[src/rtl/sync_arith_seq_4.sv]
// Command sequencer for sync_arith_unit_4: issue, wait one ALU cycle, capture, hand off.
// Define SYNC_ARITH_SEQ_ERR_COUNT_EN to build the errored-command counter; otherwise o_err_count is tied to 0.
module sync_arith_seq_4 #(
    parameter int N = 2,
    parameter int M = 4
) (
    input  logic         i_clk,
    input  logic         i_reset,
    input  logic         i_cmd_valid,
    output logic         o_cmd_ready,
    input  logic [N-1:0] i_cmd_op,
    input  logic [M-1:0] i_cmd_a,
    input  logic [M-1:0] i_cmd_b,
    output logic [N-1:0] o_alu_op,
    output logic [M-1:0] o_alu_arg_A,
    output logic [M-1:0] o_alu_arg_B,
    input  logic [M-1:0] i_alu_result,
    input  logic [3:0]   i_alu_status,
    output logic         o_rsp_valid,
    input  logic         i_rsp_ready,
    output logic [M-1:0] o_rsp_result,
    output logic [3:0]   o_rsp_status,
    output logic         o_rsp_err,
    output logic [7:0]   o_cmd_count,
    output logic [7:0]   o_err_count
);

    typedef enum logic [1:0] {IDLE, ISSUE, WAIT, RESP} state_t;

    state_t       state_reg;
    logic         cmd_ready_reg;
    logic         rsp_valid_reg;
    logic [N-1:0] alu_op_reg;
    logic [M-1:0] alu_a_reg;
    logic [M-1:0] alu_b_reg;
    logic [M-1:0] rsp_result_reg;
    logic [3:0]   rsp_status_reg;
    logic         rsp_err_reg;
    logic [7:0]   cmd_count_reg;
`ifdef SYNC_ARITH_SEQ_ERR_COUNT_EN
    logic [7:0]   err_count_reg;
`endif

    // cmd_ready rises on the first edge after reset is released, so it stays low while reset is held.
    always_ff @(posedge i_clk or posedge i_reset) begin
        if (i_reset) begin
            state_reg      <= IDLE;
            cmd_ready_reg  <= 1'b0;
            rsp_valid_reg  <= 1'b0;
            alu_op_reg     <= '0;
            alu_a_reg      <= '0;
            alu_b_reg      <= '0;
            rsp_result_reg <= '0;
            rsp_status_reg <= '0;
            rsp_err_reg    <= 1'b0;
            cmd_count_reg  <= '0;
`ifdef SYNC_ARITH_SEQ_ERR_COUNT_EN
            err_count_reg  <= '0;
`endif
        end else begin
            case (state_reg)
                IDLE: begin
                    if (cmd_ready_reg && i_cmd_valid) begin
                        alu_op_reg    <= i_cmd_op;
                        alu_a_reg     <= i_cmd_a;
                        alu_b_reg     <= i_cmd_b;
                        cmd_ready_reg <= 1'b0;
                        state_reg     <= ISSUE;
                    end else begin
                        cmd_ready_reg <= 1'b1;
                    end
                end
                ISSUE: begin
                    state_reg <= WAIT;
                end
                WAIT: begin
                    // ALU registered its outputs on the edge ending ISSUE; take them verbatim.
                    rsp_result_reg <= i_alu_result;
                    rsp_status_reg <= i_alu_status;
                    rsp_err_reg    <= i_alu_status[3];
                    rsp_valid_reg  <= 1'b1;
                    state_reg      <= RESP;
                end
                RESP: begin
                    if (i_rsp_ready) begin
                        rsp_valid_reg <= 1'b0;
                        cmd_ready_reg <= 1'b1;
                        state_reg     <= IDLE;
                        if (cmd_count_reg != 8'hFF) begin
                            cmd_count_reg <= cmd_count_reg + 8'd1;
                        end
`ifdef SYNC_ARITH_SEQ_ERR_COUNT_EN
                        if (rsp_err_reg && (err_count_reg != 8'hFF)) begin
                            err_count_reg <= err_count_reg + 8'd1;
                        end
`endif
                    end
                end
                default: begin
                    state_reg <= IDLE;
                end
            endcase
        end
    end

    assign o_cmd_ready  = cmd_ready_reg;
    assign o_rsp_valid  = rsp_valid_reg;
    assign o_alu_op     = alu_op_reg;
    assign o_alu_arg_A  = alu_a_reg;
    assign o_alu_arg_B  = alu_b_reg;
    assign o_rsp_result = rsp_result_reg;
    assign o_rsp_status = rsp_status_reg;
    assign o_rsp_err    = rsp_err_reg;
    assign o_cmd_count  = cmd_count_reg;
`ifdef SYNC_ARITH_SEQ_ERR_COUNT_EN
    assign o_err_count  = err_count_reg;
`else
    assign o_err_count  = 8'h00;
`endif

endmodule
[config.mk]
export PLATFORM = sky130hd
export DESIGN_NAME = sync_arith_seq_4
export DESIGN_NICKNAME = d
export VERILOG_FILES = /design/src/rtl/sync_arith_seq_4.sv
export SDC_FILE = /design/constraint.sdc
export NUM_CORES = 1
export LEC_CHECK = 0
export ABC_AREA = 1
export CORE_MARGIN = 3
export CORE_UTILIZATION = 46
export DETAILED_ROUTE_END_ITERATION = 6
export PLACE_DENSITY = 0.89
export SLEW_MARGIN = 20
export SYNTH_ARGS = -nofsm -noshare
export SYNTH_HDL_FRONTEND = slang
export SYNTH_SLANG_ARGS = --single-unit
[constraint.sdc]
create_clock -name i_clk -period 1.9 [get_ports i_clk]
set_input_delay 0.38 -clock i_clk [delete_from_list [all_inputs] [get_ports i_clk]]
set_output_delay 0.38 -clock i_clk [all_outputs]
set_load 0.02 [all_outputs]
==> impl_results.md, run 1 <==
* PwrDens at 1580 nW/um^2
* Worst Hold Class: input port to asynchronous set/reset pin
* Vias per Instance at 4.86
* Inserted Diodes at 0
* Multi-input logic area at 609 sq um
* # fillers at 183
* Post-synthesis register bit count at 30
* Fmax at 551 MHz
* Gr usage total at 0.186
* HPWL Detailed at 2.55 mm
* Row count at 19
* Nets at 219
* Slew Viols, Final at 0
* Number of flip-flops in the largest register at 8
* Die Area at 3870 sq um
* DRT antenna net count at 0
* Peak supply drop at 1040 uV
* Cells along the critical path: clkdlybuf4s50_1
* CP peak stage delay at 0.66 ns
* Max_cap viols at 0
* Routed wire length at 3.36 mm
* Deepest clock path buffer count at 2
* RSZ-0062 raised after global routing: no
* H-tree depth at 2
* CTS Sinks at 30
* FF/Latch Area at 751 sq um
* Synthesis-to-finish area growth at 40.8%
* Layout Utilization at 0.712
* Bufs and invs on worst path at 1
* Pwr Total at 3.23 mW
* CTS buffer count at 5
* Setup crit start kind: flop
* Setup TNS at 0 ns
* I/O Buffers at 50
* Vias in the first global route at 1241
* Min cycle time layout at 1.81 ns
* R2r startpoint: state_reg[0]$_DFFE_PP0P_
* Fin cells at 236
* Area of the mapped netlist at 1450 sq um
* Reg-to-reg endpoint: o_rsp_status[2]$_DFFE_PP0P_
* Initial antenna violation count at 0
* Routed via count at 1146
* Total global routing overflow at 0
* Fin crit share at 0.955
* Initial Util at 0.505
* Root Driver: clkbuf_4
* Horiz. Die Dim at 62.2 um
* IO Count at 59
* Cell count after placement at 228
* Yosys warning count at 0
* WL/cell at 14.2 um
* Worst Reg2Reg Path Length in Cells at 3
* DRC viols at 0
* Die Y at 62.2 um
* Worst-Skew Late Latency at 0.33 ns
* Pre-CTS WS at 0.359 ns
* Netlist cell types at 22
* LEAKAGE at 0.928 nW
* Delay-heaviest family, CP: buffers and inverters
* R2r setup slk at 0.42 ns
* Postcts setup bufs at 0
* GP Congestion at 0.752
* Sequential-to-total area share from yosys stat at 0.516
* CP max FO at 4
* Clk_skew at 0.00646 ns
* Core Footprint at 2880 sq um
* Kind of critical path: flop to output port
* Largest net degree at the start of global routing at 31
* Critical Path Slowest Stage Cell: clkdlybuf4s50_1
* DRT iter0 DRCs at 23
* Final setup viols at 0
* Outcome: complete, no violations
* Synth Area per Inst at 10.5 sq um
* CP Data Required Time at 1.52 ns
* Setup crit end kind: output port
* CP Data Arrival Time at 1.43 ns
* Syn Inst Count at 138
* DRT Pass-1 Iters at 4
* CTS tree: built
* Final hold vios at 0
* Post-CTS sizing at 0
* Clk pin slew, worst setup/hold paths at 0.10 ns
* Share of cells above drive strength 1 at 0.170
* Final setup margin at 0.0862 ns
* First-pass GRT wire length at 5.59 mm
* Hold-fix buffers at CTS at 0
layout make-up:
type | instances | area share
multi-input combinational | 93 | 0.298
clock buffer | 6 | 0.0202
tap | 42 | 0.0257
inverter | 12 | 0.0232
sequential | 30 | 0.367
clock inverter | 2 | 0.0183
timing repair buffer | 51 | 0.248
logic make-up after synthesis:
family,count (synthesis),synth area share
flip-flops,30,0.516
other,1,0.00258
AO/OA/AOI/OAI,8,0.0275
XOR/XNOR,3,0.0181
adder cells (fa/ha/maj),4,0.0344
AND/OR/NAND/NOR,52,0.179
multiplexers,18,0.139
buffers and inverters,22,0.0826
layer usage:
layer | wire length [um] | GRT usage
met1 | 1250 | 0.187
met2 | 1710 | 0.333
met3 | 313 | 0.0793
met4 | 84 | 0.0856
met5 | 0 | 0
layout by cell type, fill, tap and decap left out, types with 2 or more instances in the layout:
cell              n
inv_1            11
a21oi_1           2
ha_1              4
xor2_1            2
clkdlybuf4s50_1  50
conb_1            8
o21ai_0           6
mux2_2           18
clkbuf_4          5
nor2_4            2
dfrtp_1          30
nand3_1           3
nand2_1          36
nor2_1            5
per-stage QoR:
stage	cell area [sq um]	hold WS [ns]
floorplan	1480	0.471
global placement	1970	0.489
detailed placement	1970	0.494
CTS	2050	0.441
global route	2050	0.480
finish	2050	0.431
synth_stat cells:
cell type	n	area, sq um
nand2_1	36	135
dfrtp_1	30	751
mux2_2	18	203
inv_1	11	41.3
buf_4	9	67.6
o21ai_0	6	30.0
nor2_1	5	18.8
ha_1	4	50.1
nand3_1	3	15.0
a21oi_1	2	10.0
nor2_4	2	22.5
xor2_1	2	17.5
buf_2	1	5.00
conb_1	1	3.75
inv_4	1	6.26
nand2_2	1	6.26
nand2_4	1	11.3
nand2_8	1	20.0
nand3_4	1	17.5
nand3b_1	1	7.51
nand4_1	1	6.26
xnor2_1	1	8.76
where the power goes:
group / internal, mW / switching [mW]
Sequential: 0.914 / 0.202
Combinational: 0.802 / 0.808
Clock: 0.277 / 0.225
Total: 1.99 / 1.24
how the worst max path moves through the flow:
stage	cells after the start	slack, ns	startpoint	end
after floorplan	8	0.57	o_cmd_count[1]$_DFFE_PP0P_	o_cmd_count[4]$_DFFE_PP0P_
after global placement	3	0.42	i_cmd_valid	o_alu_arg_A[3]$_DFFE_PP0P_
after detailed placement	3	0.36	i_cmd_valid	o_alu_arg_B[2]$_DFFE_PP0P_
after CTS	1	0.07	o_cmd_ready$_DFFE_PP0P_	o_cmd_ready
after global routing	1	0.02	o_cmd_count[2]$_DFFE_PP0P_	o_cmd_count[2]
final	1	0.09	o_cmd_ready$_DFFE_PP0P_	o_cmd_ready
(Power assumes the default switching activity.)
==> inputs of run 2 (changes only) <==
CORE_MARGIN = unset   (was 3)
==> impl_results.md, run 2 (synthesized netlist as in run 1, its figures left out) <==
* Design Area, Final at 2030 sq um (-0.61%)
* Worst Setup EP: o_cmd_count[2]
* Initial antenna violation count at 0 (unchanged)
* Synthesis-to-finish area growth at 39.9%
* H-tree depth at 2 (unchanged)
* Commonest non-fill, non-tap cell in the layout: clkdlybuf4s50_1
* CP peak stage delay at 0.65 ns (about the same)
* RSZ-0062 raised after global routing: no
* I/O Buffers at 50 (unchanged)
* Post-CTS sizing at 0 (unchanged)
* Routed via count at 1103 (-3.8%)
* Die Area at 3390 sq um (-12%)
* Peak supply drop at 1050 uV (+1.7%)
* R2r startpoint: state_reg[0]$_DFFE_PP0P_
* HPWL Detailed at 2.28 mm (-11%)
* Gr usage total at 0.198 (+0.0111)
* Nets at 219 (unchanged)
* Min cycle time layout at 1.81 ns (-0.000342 ns)
* Postcts setup bufs at 0 (unchanged)
* CTS Sinks at 30 (unchanged)
* Clk_skew at 0.00655 ns (+0.0000889 ns)
* Final setup viols at 0 (unchanged)
* Layout Utilization at 0.672 (-0.0397)
* LEAKAGE at 0.924 nW (-0.45%)
* Cells along the critical path: clkdlybuf4s50_1
* Row count at 20 (+1)
* Worst Reg2Reg Path Length in Cells at 3 (unchanged)
* Setup crit start: o_cmd_count[2]$_DFFE_PP0P_
* Number of flip-flops in the largest register at 8 (unchanged)
* Routed wire length at 2.98 mm (-11%)
* WP depth at 1 (unchanged)
* Deepest clock path buffer count at 2 (unchanged)
* Core Footprint at 3030 sq um (+5.3%)
* Kind of critical path: flop to output port
* Sw Ratio at 0.384 (+0.00152)
* DRT iter0 DRCs at 66 (+190%)
* Initial Util at 0.480 (-0.0253)
* Setup TNS at 0 ns (unchanged)
* PwrDens at 1510 nW/um^2 (-4.2%)
* CP Data Required Time at 1.52 ns (about the same)
* CP Data Arrival Time at 1.43 ns (about the same)
* DRT Pass-1 Iters at 4 (unchanged)
* Clock power share at 0.131 (-0.025)
* R2r setup slk at 0.50 ns (+0.08 ns)
* Setup crit start kind: flop
* Fmax at 551 MHz (about the same)
* Sequential power share at 0.360 (+0.014)
* DRT antenna net count at 0 (unchanged)
* Root Driver: clkbuf_4
* Inserted Diodes at 0 (unchanged)
* Horiz. Die Dim at 58.2 um (-6.4%)
* Outcome: complete, no violations
* Worst Hold Class: input port to asynchronous set/reset pin
* Die Y at 58.2 um (-6.4%)
* Clk pin slew, worst setup/hold paths at 0.10 ns (about the same)
* Vias in the first global route at 1153 (-7.1%)
* First-pass GRT wire length at 4.93 mm (-12%)
* Delay-heaviest family, CP: buffers and inverters
* Reg-to-reg endpoint: o_rsp_result[1]$_DFFE_PP0P_
* IO Count at 59 (unchanged)
* Critical Path Slowest Stage Cell: clkdlybuf4s50_1
* Total global routing overflow at 0 (unchanged)
* GP Congestion at 0.815 (+8.4%)
* Setup crit end kind: output port
* Vias per Instance at 4.63 (-4.6%)
* Final hold vios at 0 (unchanged)
* Combinational power share at 0.508 (+0.009)
* Max_cap viols at 0 (unchanged)
* DP Area at 1970 sq um (+0.13%)
* Switching power at 1.18 mW (-4.4%)
* Largest net degree at the start of global routing at 31 (unchanged)
* Bufs and invs on worst path at 1 (unchanged)
* Most frequent cells in the layout: clkdlybuf4s50_1, nand2_1, dfrtp_1, mux2_2, inv_1
* Share of cells above drive strength 1 at 0.175 (+0.00515)
* Hold-fix buffers at CTS at 0 (unchanged)
* Power Internal at 1.89 mW (-5.0%)
* CP max FO at 6 (+2)
* WL/cell at 12.5 um (-12%)
* CTS buffer count at 5 (unchanged)
* CTS tree: built
* DRC viols at 0 (unchanged)
* Fin crit share at 0.954 (about the same)
* Slew Viols, Final at 0 (unchanged)
* Pwr Total at 3.07 mW (-4.8%)
* Worst-Skew Late Latency at 0.33 ns (about the same)
## run 2: power groups by stage
stage          clock network (mW)  registers (mW)  logic [mW]
2_1_floorplan                   0            1.40       0.618
3_3_place_gp                    0            1.10        1.52
3_5_place_dp                    0            1.12        1.57
4_1_cts                     0.417            1.11        1.57
5_1_grt                     0.447            1.15        1.69
6_report                    0.404            1.11        1.56
## run 2: through the flow
stage / hold slack, ns / worst slack [ns] / instances
after floorplan: 0.471 / 0.566 / 145
after global placement: 0.488 / 0.393 / 230
after detailed placement: 0.495 / 0.341 / 230
after CTS: 0.420 / 0.0690 / 238
after global routing: 0.430 / 0.00286 / 238
final: 0.417 / 0.0866 / 238
## run 2: worst min-delay path by stage
stage	start	end	slack [ns]	cells after the start
after floorplan	i_reset	o_alu_arg_A[0]$_DFFE_PP0P_	0.47	1
after global placement	o_alu_arg_A[2]$_DFFE_PP0P_	o_alu_arg_A[2]$_DFFE_PP0P_	0.49	1
after detailed placement	o_rsp_result[2]$_DFFE_PP0P_	o_rsp_result[2]$_DFFE_PP0P_	0.49	1
after CTS	i_reset	state_reg[0]$_DFFE_PP0P_	0.42	3
after global routing	i_reset	o_alu_op[0]$_DFFE_PP0P_	0.43	3
final	i_reset	o_alu_op[0]$_DFFE_PP0P_	0.42	3
## run 2: routing by layer
layer,part of all wire,up-vias,global-route usage,wire length (um)
met3,0.054,5,0.0714,161
met5,0,-,0,0
met1,0.39,531,0.201,1170
li1,-,532,-,-
met4,0.011,0,0.0646,33
met2,0.54,35,0.371,1620
## run 2: final cells by class
class,count,area (sq um)
fillers,239,993
flip-flops and latches,30,751
multi-input cells,93,609
repair buffers,51,508
well taps,44,55.1
clock buffers,6,51.3
inverters,12,47.5
clock inverters,2,12.5
